**src/rtl/elastic_pipe.sv**
```systemverilog
// Elastic pipeline register chain.
// Each stage pairs a main register with a skid register so every ready is a flop output and
// back-pressure never ripples combinationally through the chain. Adds a global hold, a flush
// that drops every entry, and a registered occupancy count.
module elastic_pipe #(
   parameter int unsigned WIDTH  = 32,
   parameter int unsigned STAGES = 2,
   parameter int unsigned CW     = $clog2(2 * STAGES + 1)
) (
   input  logic             clk,
   input  logic             reset,
   input  logic             in_valid,
   output logic             in_ready,
   input  logic [WIDTH-1:0] in_data,
   output logic             out_valid,
   input  logic             out_ready,
   output logic [WIDTH-1:0] out_data,
   input  logic             hold,
   input  logic             flush,
   output logic [CW-1:0]    occupancy
);

   // Per-stage state
   logic [STAGES-1:0] m_valid_q, m_valid_d;
   logic [STAGES-1:0] s_valid_q, s_valid_d;
   logic [WIDTH-1:0]  m_data_q [STAGES];
   logic [WIDTH-1:0]  m_data_d [STAGES];
   logic [WIDTH-1:0]  s_data_q [STAGES];
   logic [WIDTH-1:0]  s_data_d [STAGES];
   logic [CW-1:0]     occ_q, occ_d;

   // Per-stage handshake view
   logic [STAGES-1:0] up_valid;
   logic [WIDTH-1:0]  up_data [STAGES];
   logic [STAGES-1:0] dn_ready;
   logic [STAGES-1:0] xfer_in;
   logic [STAGES-1:0] xfer_out;

   for (genvar g = 0; g < STAGES; g++) begin : g_stage
      if (g == 0) begin : g_head
         assign up_valid[g] = in_valid;
         assign up_data[g]  = in_data;
      end else begin : g_body
         assign up_valid[g] = m_valid_q[g-1];
         assign up_data[g]  = m_data_q[g-1];
      end

      if (g == STAGES - 1) begin : g_tail
         assign dn_ready[g] = out_ready;
      end else begin : g_inner
         // Downstream readiness is the next stage's registered skid-empty flag.
         assign dn_ready[g] = ~s_valid_q[g+1];
      end

      assign xfer_in[g]  = up_valid[g] & ~s_valid_q[g];
      assign xfer_out[g] = m_valid_q[g] & dn_ready[g];
   end

   // Next-state for every stage's main/skid registers, then hold and flush overrides
   always_comb begin
      m_valid_d = m_valid_q;
      s_valid_d = s_valid_q;
      m_data_d  = m_data_q;
      s_data_d  = s_data_q;
      if (!hold) begin
         for (int unsigned i = 0; i < STAGES; i++) begin
            if (!m_valid_q[i] || xfer_out[i]) begin
               // Main slot is free this edge: refill from skid first to keep FIFO order.
               if (s_valid_q[i]) begin
                  m_valid_d[i] = 1'b1;
                  m_data_d[i]  = s_data_q[i];
               end else if (xfer_in[i]) begin
                  m_valid_d[i] = 1'b1;
                  m_data_d[i]  = up_data[i];
               end else begin
                  m_valid_d[i] = 1'b0;
               end
               s_valid_d[i] = 1'b0;
            end else if (xfer_in[i]) begin
               // Main is stalled: the beat accepted on the registered ready parks in the skid.
               s_valid_d[i] = 1'b1;
               s_data_d[i]  = up_data[i];
            end
         end
      end
      // Flush overrides hold.
      if (flush) begin
         m_valid_d = '0;
         s_valid_d = '0;
      end
   end

   // Occupancy of the next state, so the count lands in the same edge as the valid bits
   always_comb begin
      occ_d = '0;
      for (int unsigned i = 0; i < STAGES; i++) begin
         occ_d = occ_d + CW'(m_valid_d[i]) + CW'(s_valid_d[i]);
      end
   end

   // State registers with asynchronous active-low reset
   always_ff @(posedge clk or negedge reset) begin
      if (!reset) begin
         m_valid_q <= '0;
         s_valid_q <= '0;
         occ_q     <= '0;
         for (int unsigned i = 0; i < STAGES; i++) begin
            m_data_q[i] <= '0;
            s_data_q[i] <= '0;
         end
      end else begin
         m_valid_q <= m_valid_d;
         s_valid_q <= s_valid_d;
         occ_q     <= occ_d;
         for (int unsigned i = 0; i < STAGES; i++) begin
            m_data_q[i] <= m_data_d[i];
            s_data_q[i] <= s_data_d[i];
         end
      end
   end

   // Outputs are flops; only hold gates the handshake strobes so no transfer is seen
   always_comb begin
      in_ready  = ~s_valid_q[0] & ~hold;
      out_valid = m_valid_q[STAGES-1] & ~hold;
      out_data  = m_data_q[STAGES-1];
      occupancy = occ_q;
   end

endmodule

```
**config.mk**
```make
export PLATFORM = sky130hd
export DESIGN_NAME = elastic_pipe
export DESIGN_NICKNAME = d
export VERILOG_FILES = /design/src/rtl/elastic_pipe.sv
export SDC_FILE = /design/constraint.sdc
export NUM_CORES = 1
export LEC_CHECK = 0
export BUFFER_PORTS_ARGS = -buffer_cell sky130_fd_sc_hd__buf_2
export CAP_MARGIN = 15
export CORE_MARGIN = 5
export CORE_UTILIZATION = 58
export CTS_CLUSTER_DIAMETER = 200
export DETAILED_ROUTE_END_ITERATION = 10
export HOLD_SLACK_MARGIN = 0.03
export PLACE_DENSITY = 0.79
export SETUP_SLACK_MARGIN = 0.2
export SLEW_MARGIN = 15
export SYNTH_ARGS = -nofsm -noshare
export SYNTH_HDL_FRONTEND = slang
export SYNTH_SLANG_ARGS = --single-unit
```
**constraint.sdc**
```tcl
create_clock -name clk -period 2.34 [get_ports clk]
set_input_delay 0.351 -clock clk [delete_from_list [all_inputs] [get_ports clk]]
set_output_delay 0.351 -clock clk [all_outputs]
set_load 0.01 [all_outputs]
```
Word level (Yosys, flattened, before mapping). Index checks and enable logic that the tools add are counted.

Input bits: 38. Flip-flop bits (word level): 135. Logic and storage cells: 48.

$add $sub $neg: 3. Mux-type cells: 18. Bitwise operators: 10. Reductions and logical operators: 10.

Operators by type and width (count): 2-to-1 mux 32 bit (4); AND reduction 3 bit (4); 2-to-1 mux 1 bit (10); 2-to-1 mux 2 bit (4); bitwise AND 1 bit (5); inverter 1 bit (5); nonzero test 2 bit (2); adder 2 x 1 -> 3 bit (1); adder 3 x 1 -> 3 bit (1); adder 1 x 1 -> 2 bit (1); logical NOT 1 bit (2); logical OR 1 bit (2).

Longest topological paths before layout.
Depth in word-level cells: 10. Gate-level depth with buffers: 7.

Worst setup path before layout. No wires, ideal clock.

Path type: flip-flop to flip-flop. Start: register s_valid_q[1]. End: register occ_q[1] (netlist: occupancy[1]). Slack: 0.227 ns. Arrival time: 1.988 ns. Stages on the path, launching flop included: 8. Buffers on the path: 2. Data required time: 2.214 ns. Period minus slack after synthesis: 2.113 ns. Cell sequence: dfrtp_1 -> buf_2 -> buf_2 -> o21ai_0 -> a21oi_1 -> fa_1 -> ha_1 -> ha_1.

Longest elaborated chain between the ends: 9. Elaborated cells between the ends (all ways): 17.

Ends and longest elaborated chain: start: declaration (RTL line 25) `logic [STAGES-1:0] s_valid_q, s_valid_d;`; start signal: assignment (RTL line 113) `s_valid_q <= s_valid_d;`; inverter 1 bit (RTL line 52) `assign dn_ready[g] = ~s_valid_q[g+1];`; bitwise AND 1 bit (RTL line 56) `assign xfer_out[g] = m_valid_q[g] & dn_ready[g];`; logical OR 1 bit (RTL line 67) `if (!m_valid_q[i] || xfer_out[i]) begin`; 2-to-1 mux 1 bit (RTL line 67); 2-to-1 mux 2 bit (RTL line 65) `if (!hold) begin`; 2-to-1 mux 2 bit (RTL line 87) `if (flush) begin`; via m_valid_d[0] (RTL line 24) `logic [STAGES-1:0] m_valid_q, m_valid_d;`; adder 1 x 1 -> 2 bit (RTL line 97) `occ_d = occ_d + CW'(m_valid_d[i]) + CW'(s_valid_d[i]);`; adder 2 x 1 -> 3 bit (RTL line 97); adder 3 x 1 -> 3 bit (RTL line 97); via occ_d[1] (RTL line 30) `logic [CW-1:0] occ_q, occ_d;`; end signal: assignment (RTL line 106) `occ_q <= '0;`; end signal: assignment (RTL line 114) `occ_q <= occ_d;`; end: declaration (RTL line 30).

The timed path passes the listed nets, and every way through them passes these cells. A chain may end at the register's enable or synchronous reset.

Final worst setup path.
Start: register m_valid_q[0]. End: register occ_q[1] (netlist: occupancy[1]).

Longest elaborated chain between the ends: 8. Elaborated cells between the ends (all ways): 17.

Ends and longest elaborated chain: start: declaration (RTL line 24); start signal: assignment (RTL line 112) `m_valid_q <= m_valid_d;`; bitwise AND 1 bit (RTL line 55) `assign xfer_in[g] = up_valid[g] & ~s_valid_q[g];`; 2-to-1 mux 1 bit (RTL line 72) `end else if (xfer_in[i]) begin`; 2-to-1 mux 1 bit (RTL line 69) `if (s_valid_q[i]) begin`; 2-to-1 mux 1 bit (RTL line 67); 2-to-1 mux 2 bit (RTL line 65); 2-to-1 mux 2 bit (RTL line 87); via m_valid_d[1] (RTL line 24); adder 2 x 1 -> 3 bit (RTL line 97); adder 3 x 1 -> 3 bit (RTL line 97); via occ_d[1] (RTL line 30).

The timed path passes the listed nets, and every way through them passes these cells.

==> impl_summary.md <==
Setup path
The most numerous cell type found on the critical path is ha_1. The critical register-to-register path startpoint is m_valid_q[0]. The critical path's largest stage delay is between 0.4 and 0.5 ns. The kind of end point of the critical path is a flop. The slowest stage of the critical path belongs to the cell fa_1. The count of cell instances traversed by the critical path is 5. The setup check on the worst reg-to-reg path leaves a slack of roughly 0.34 ns.

Of all nets on the critical path, the largest fanout is 5. The worst reg-to-reg path cell count is 5. The critical path startpoint is m_valid_q[0]. The family of cells with the greatest summed delay on the critical path is adder cells. The critical path goes through o21bai_1, a21oi_1, fa_1, ha_1, ha_1. The most critical setup path has its endpoint at occupancy[1]. The worst setup path is launched from a flop.

The critical path in this run is classified as reg2reg. The worst register-to-register path ends at occupancy[1]. STA puts the critical path data required time at roughly 2.8 ns. The buffers plus inverters on the worst setup path is 0. For the worst setup path, the data arrival time is about 2.4 ns.

Power
Of the total power, combinational logic draws approximately 16%. In this run the power density over the cells is roughly 900 nW/um^2. The total internal power is 0.004836 W.

The clock network is responsible for 38.0% of the overall power. In this run, flip-flops and latches consume a little under half of the power. The analysis attributes to cell leakage a power of between 3 and 4 nW.

The switching share of total power is between 20% and 30%. Power comes to around 0.0065 W. For this design the total switching power over the nets is approximately 0.0016 W. Across the VDD grid, the largest voltage drop is 0.5622 mV.

Drt
The post-detailed-route wirelength per cell is between 15 and 20 um. For this run, design rule violations remaining after detail routing come to 0. For this run, the detailed router's first-pass iteration total came to 4. The remaining number of nets flagged by the antenna check after routing is 0. Wires add up to approximately 12 mm.

After detailed routing, the number of vias per cell comes to between 5 and 6. The via total after detailed routing is about 3400. The detailed router finished its first iteration with ~150 violations.

Die
The die is ~120 um tall. After floorplanning, the core was divided into 38 placement rows. The standard cell core area is 10840 sq um.

The die covers around 13000 sq um. The initial cell density of the core is between 50% and 60%. The x dimension of the die is around 120 um. The I/O pin count is 75.

Timing
The count of endpoints failing hold in the final timing report came to 0. The count of pins over their slew limit is 0. The number of failing setup endpoints in the final timing report is 0.

The setup total negative slack is 0 ns. The worst-margin pin slew is approximately 0.56 ns. The minimum period implied by the final worst setup slack is ~2 ns. The post-route clock skew is between 0.007 and 0.008 ns. The post-route clock period utilization is between 80% and 90%. Setup repair after global routing left no endpoint under its margin. After layout, the worst setup slack is 0.3408 ns.

The highest achievable clock rate is around 500 MHz. Measured against its own limit, the worst slew margin works out to 62.34%.

Finish
After the last flow step, the layout net total stands at 498. The multi-input combinational cells in the finished layout cover a total of between 2000 and 3000 sq um. The share of cells above drive strength 1 is between 60% and 70%. The number of antenna diodes in the final layout is 0.

Registers take between 3000 and 4000 sq um. The area growth from synthesis to layout is 12.42%. Counting the fill cells in the layout gives between 700 and 800.

Synth
Sorting the synthesized cells by area gives the leading types as dfrtp_1 53%, mux2_2 23%, mux2_4 14%. The average instance in the mapped netlist occupies between 15 and 20 sq um. The commonest cells after synthesis are 135 x dfrtp_1, 129 x mux2_2, 60 x mux2_4. The number of instances in the synthesized netlist is approximately 410. The number of nets in the synthesized netlist is ~450.

The number of enable flip-flop cells after synthesis is 0. The cell area after synthesis is around 6400 sq um. After synthesis, the netlist uses 25 different library cells.

Among all cell types in the netlist, the one instantiated most often is dfrtp_1. The biggest area consumer among synthesized cells is dfrtp_1. Of the synthesized area, sequential elements account for between 50% and 60%. The top-area cell type share of the netlist area is approximately 53%.

The share of synthesized registers carrying an async set or reset is 100.0%. During synthesis, Yosys emitted a total of 0 warnings. The number of synthesized register bits is approximately 140. The predominant post-synthesis flop cell is dfrtp_1.

Clock tree
TritonCTS built the clock tree. The number of H-tree levels is 4. The clock-pin slew of the registers on the worst-case setup and hold paths is 0.06 ns.

CTS saw about 140 sinks. Post-CTS timing repair inserted 0 buffers for setup. CTS placed an instance of clkbuf_8 at the clock tree root. The later pin in the worst-skew pair is clocked with a latency of roughly 0.52 ns. The number of CTS-inserted buffers is 17.

The clock tree buffer depth is 2.

Placement
Prior to clock tree synthesis, the placed netlist has a worst setup slack of between 0.2 and 0.3 ns. Once detailed placement completed, the half-perimeter wirelength came to roughly 7.4 mm. At the end of routability-driven placement, the weighted congestion stood at 0.7691. The count of buffers from port buffering is 74.

Global route
The initial antenna violation count is 1. Entering global routing, the biggest net connects 50 pins. The total overflow left after global routing is 0. Global routing used 19.95% of the available tracks. The via count of the first global-routing pass was 3933. The first-pass GRT wire length is about 20 mm.

Flow run
Max-cap violations in this run came to 0.

Hold path
The class of the most critical hold timing path is in2reg.

Run status
The run finished with clean final reports.
how the worst min path moves through the flow:
stage / start / to / slack [ns] / cells after the start
after floorplan: reset / m_data_q[32] / 0.06 / 0
after global placement: reset / s_data_q[7] / 0.30 / 1
after detailed placement: reset / s_data_q[7] / 0.31 / 1
after CTS: flush / s_valid_q[1] / 0.04 / 2
after global routing: in_data[18] / s_data_q[50] / 0.05 / 2
final: flush / s_valid_q[0] / 0.06 / 2
placed cells by master (no fill, tap or decap), types with 4 or more instances in the layout:
master / instances
mux2_4: 60
mux2_2: 129
buf_2: 73
clkbuf_8: 5
a21oi_1: 4
clkbuf_16: 16
dfrtp_1: 133
clkinv_2: 8
buf_4: 8
flip-flops by register name, summed over array words and instances (netlist names):
name       flops
out_data      32
s_data_q      64
occupancy      3
m_data_q      32
s_valid_q      2
m_valid_q      2
routing by layer:
| layer | vias to the layer above | track usage, % | routed length [um] |
|---|---|---|---|
| li1 | 1505 | - | - |
| met1 | 1767 | 25.95 | 5385 |
| met2 | 83 | 31.52 | 5852 |
| met3 | 19 | 6.263 | 628 |
| met4 | 2 | 7.590 | 175 |
| met5 | - | 0 | 7 |
area by class of cell:
| class | count | share of cell area (%) |
|---|---|---|
| Clock buffer | 21 | 6.503 |
| Multi-Input combinational cell | 214 | 35.86 |
| Tap cell | 140 | 2.428 |
| Clock inverter | 10 | 1.075 |
| Inverter | 2 | 0.1040 |
| Timing Repair Buffer | 87 | 7.179 |
| Sequential cell | 135 | 46.85 |
cells by family after synthesis:
group                    Yosys count  share of synthesized area [%]
AND/OR/NAND/NOR                    9                          1.345
adder cells (fa/ha/maj)            3                         0.7017
multiplexers                     192                          37.19
flip-flops                       135                          52.63
AO/OA/AOI/OAI                     10                          1.053
buffers and inverters             56                          7.076
through the flow:
step	util [%]	area, sq um	hold WS [ns]	cells
6_report	66.56	7216	0.06457	609
5_1_grt	66.56	7216	0.05404	609
3_5_place_dp	61.39	6655	0.3117	577
2_1_floorplan	-	6419	0.05541	405
4_1_cts	66.53	7212	0.03784	609
3_3_place_gp	61.39	6655	0.3043	577
power groups by stage:
stage	logic (W)	clock network, W	registers, W
detailed placement	0.00108	0	0.00298
floorplan	0.000983	0	0.00291
global route	0.00117	0.00262	0.00300
global placement	0.00105	0	0.00296
finish	0.00106	0.00246	0.00295
CTS	0.00109	0.00252	0.00295
timing repair:
action	in CTS	in global routing
hold endpoints to repair	41	0
resized for setup	0	1
hold buffers	1	0
endpoints found under the setup margin	0	1
(Power assumes the default switching activity.)
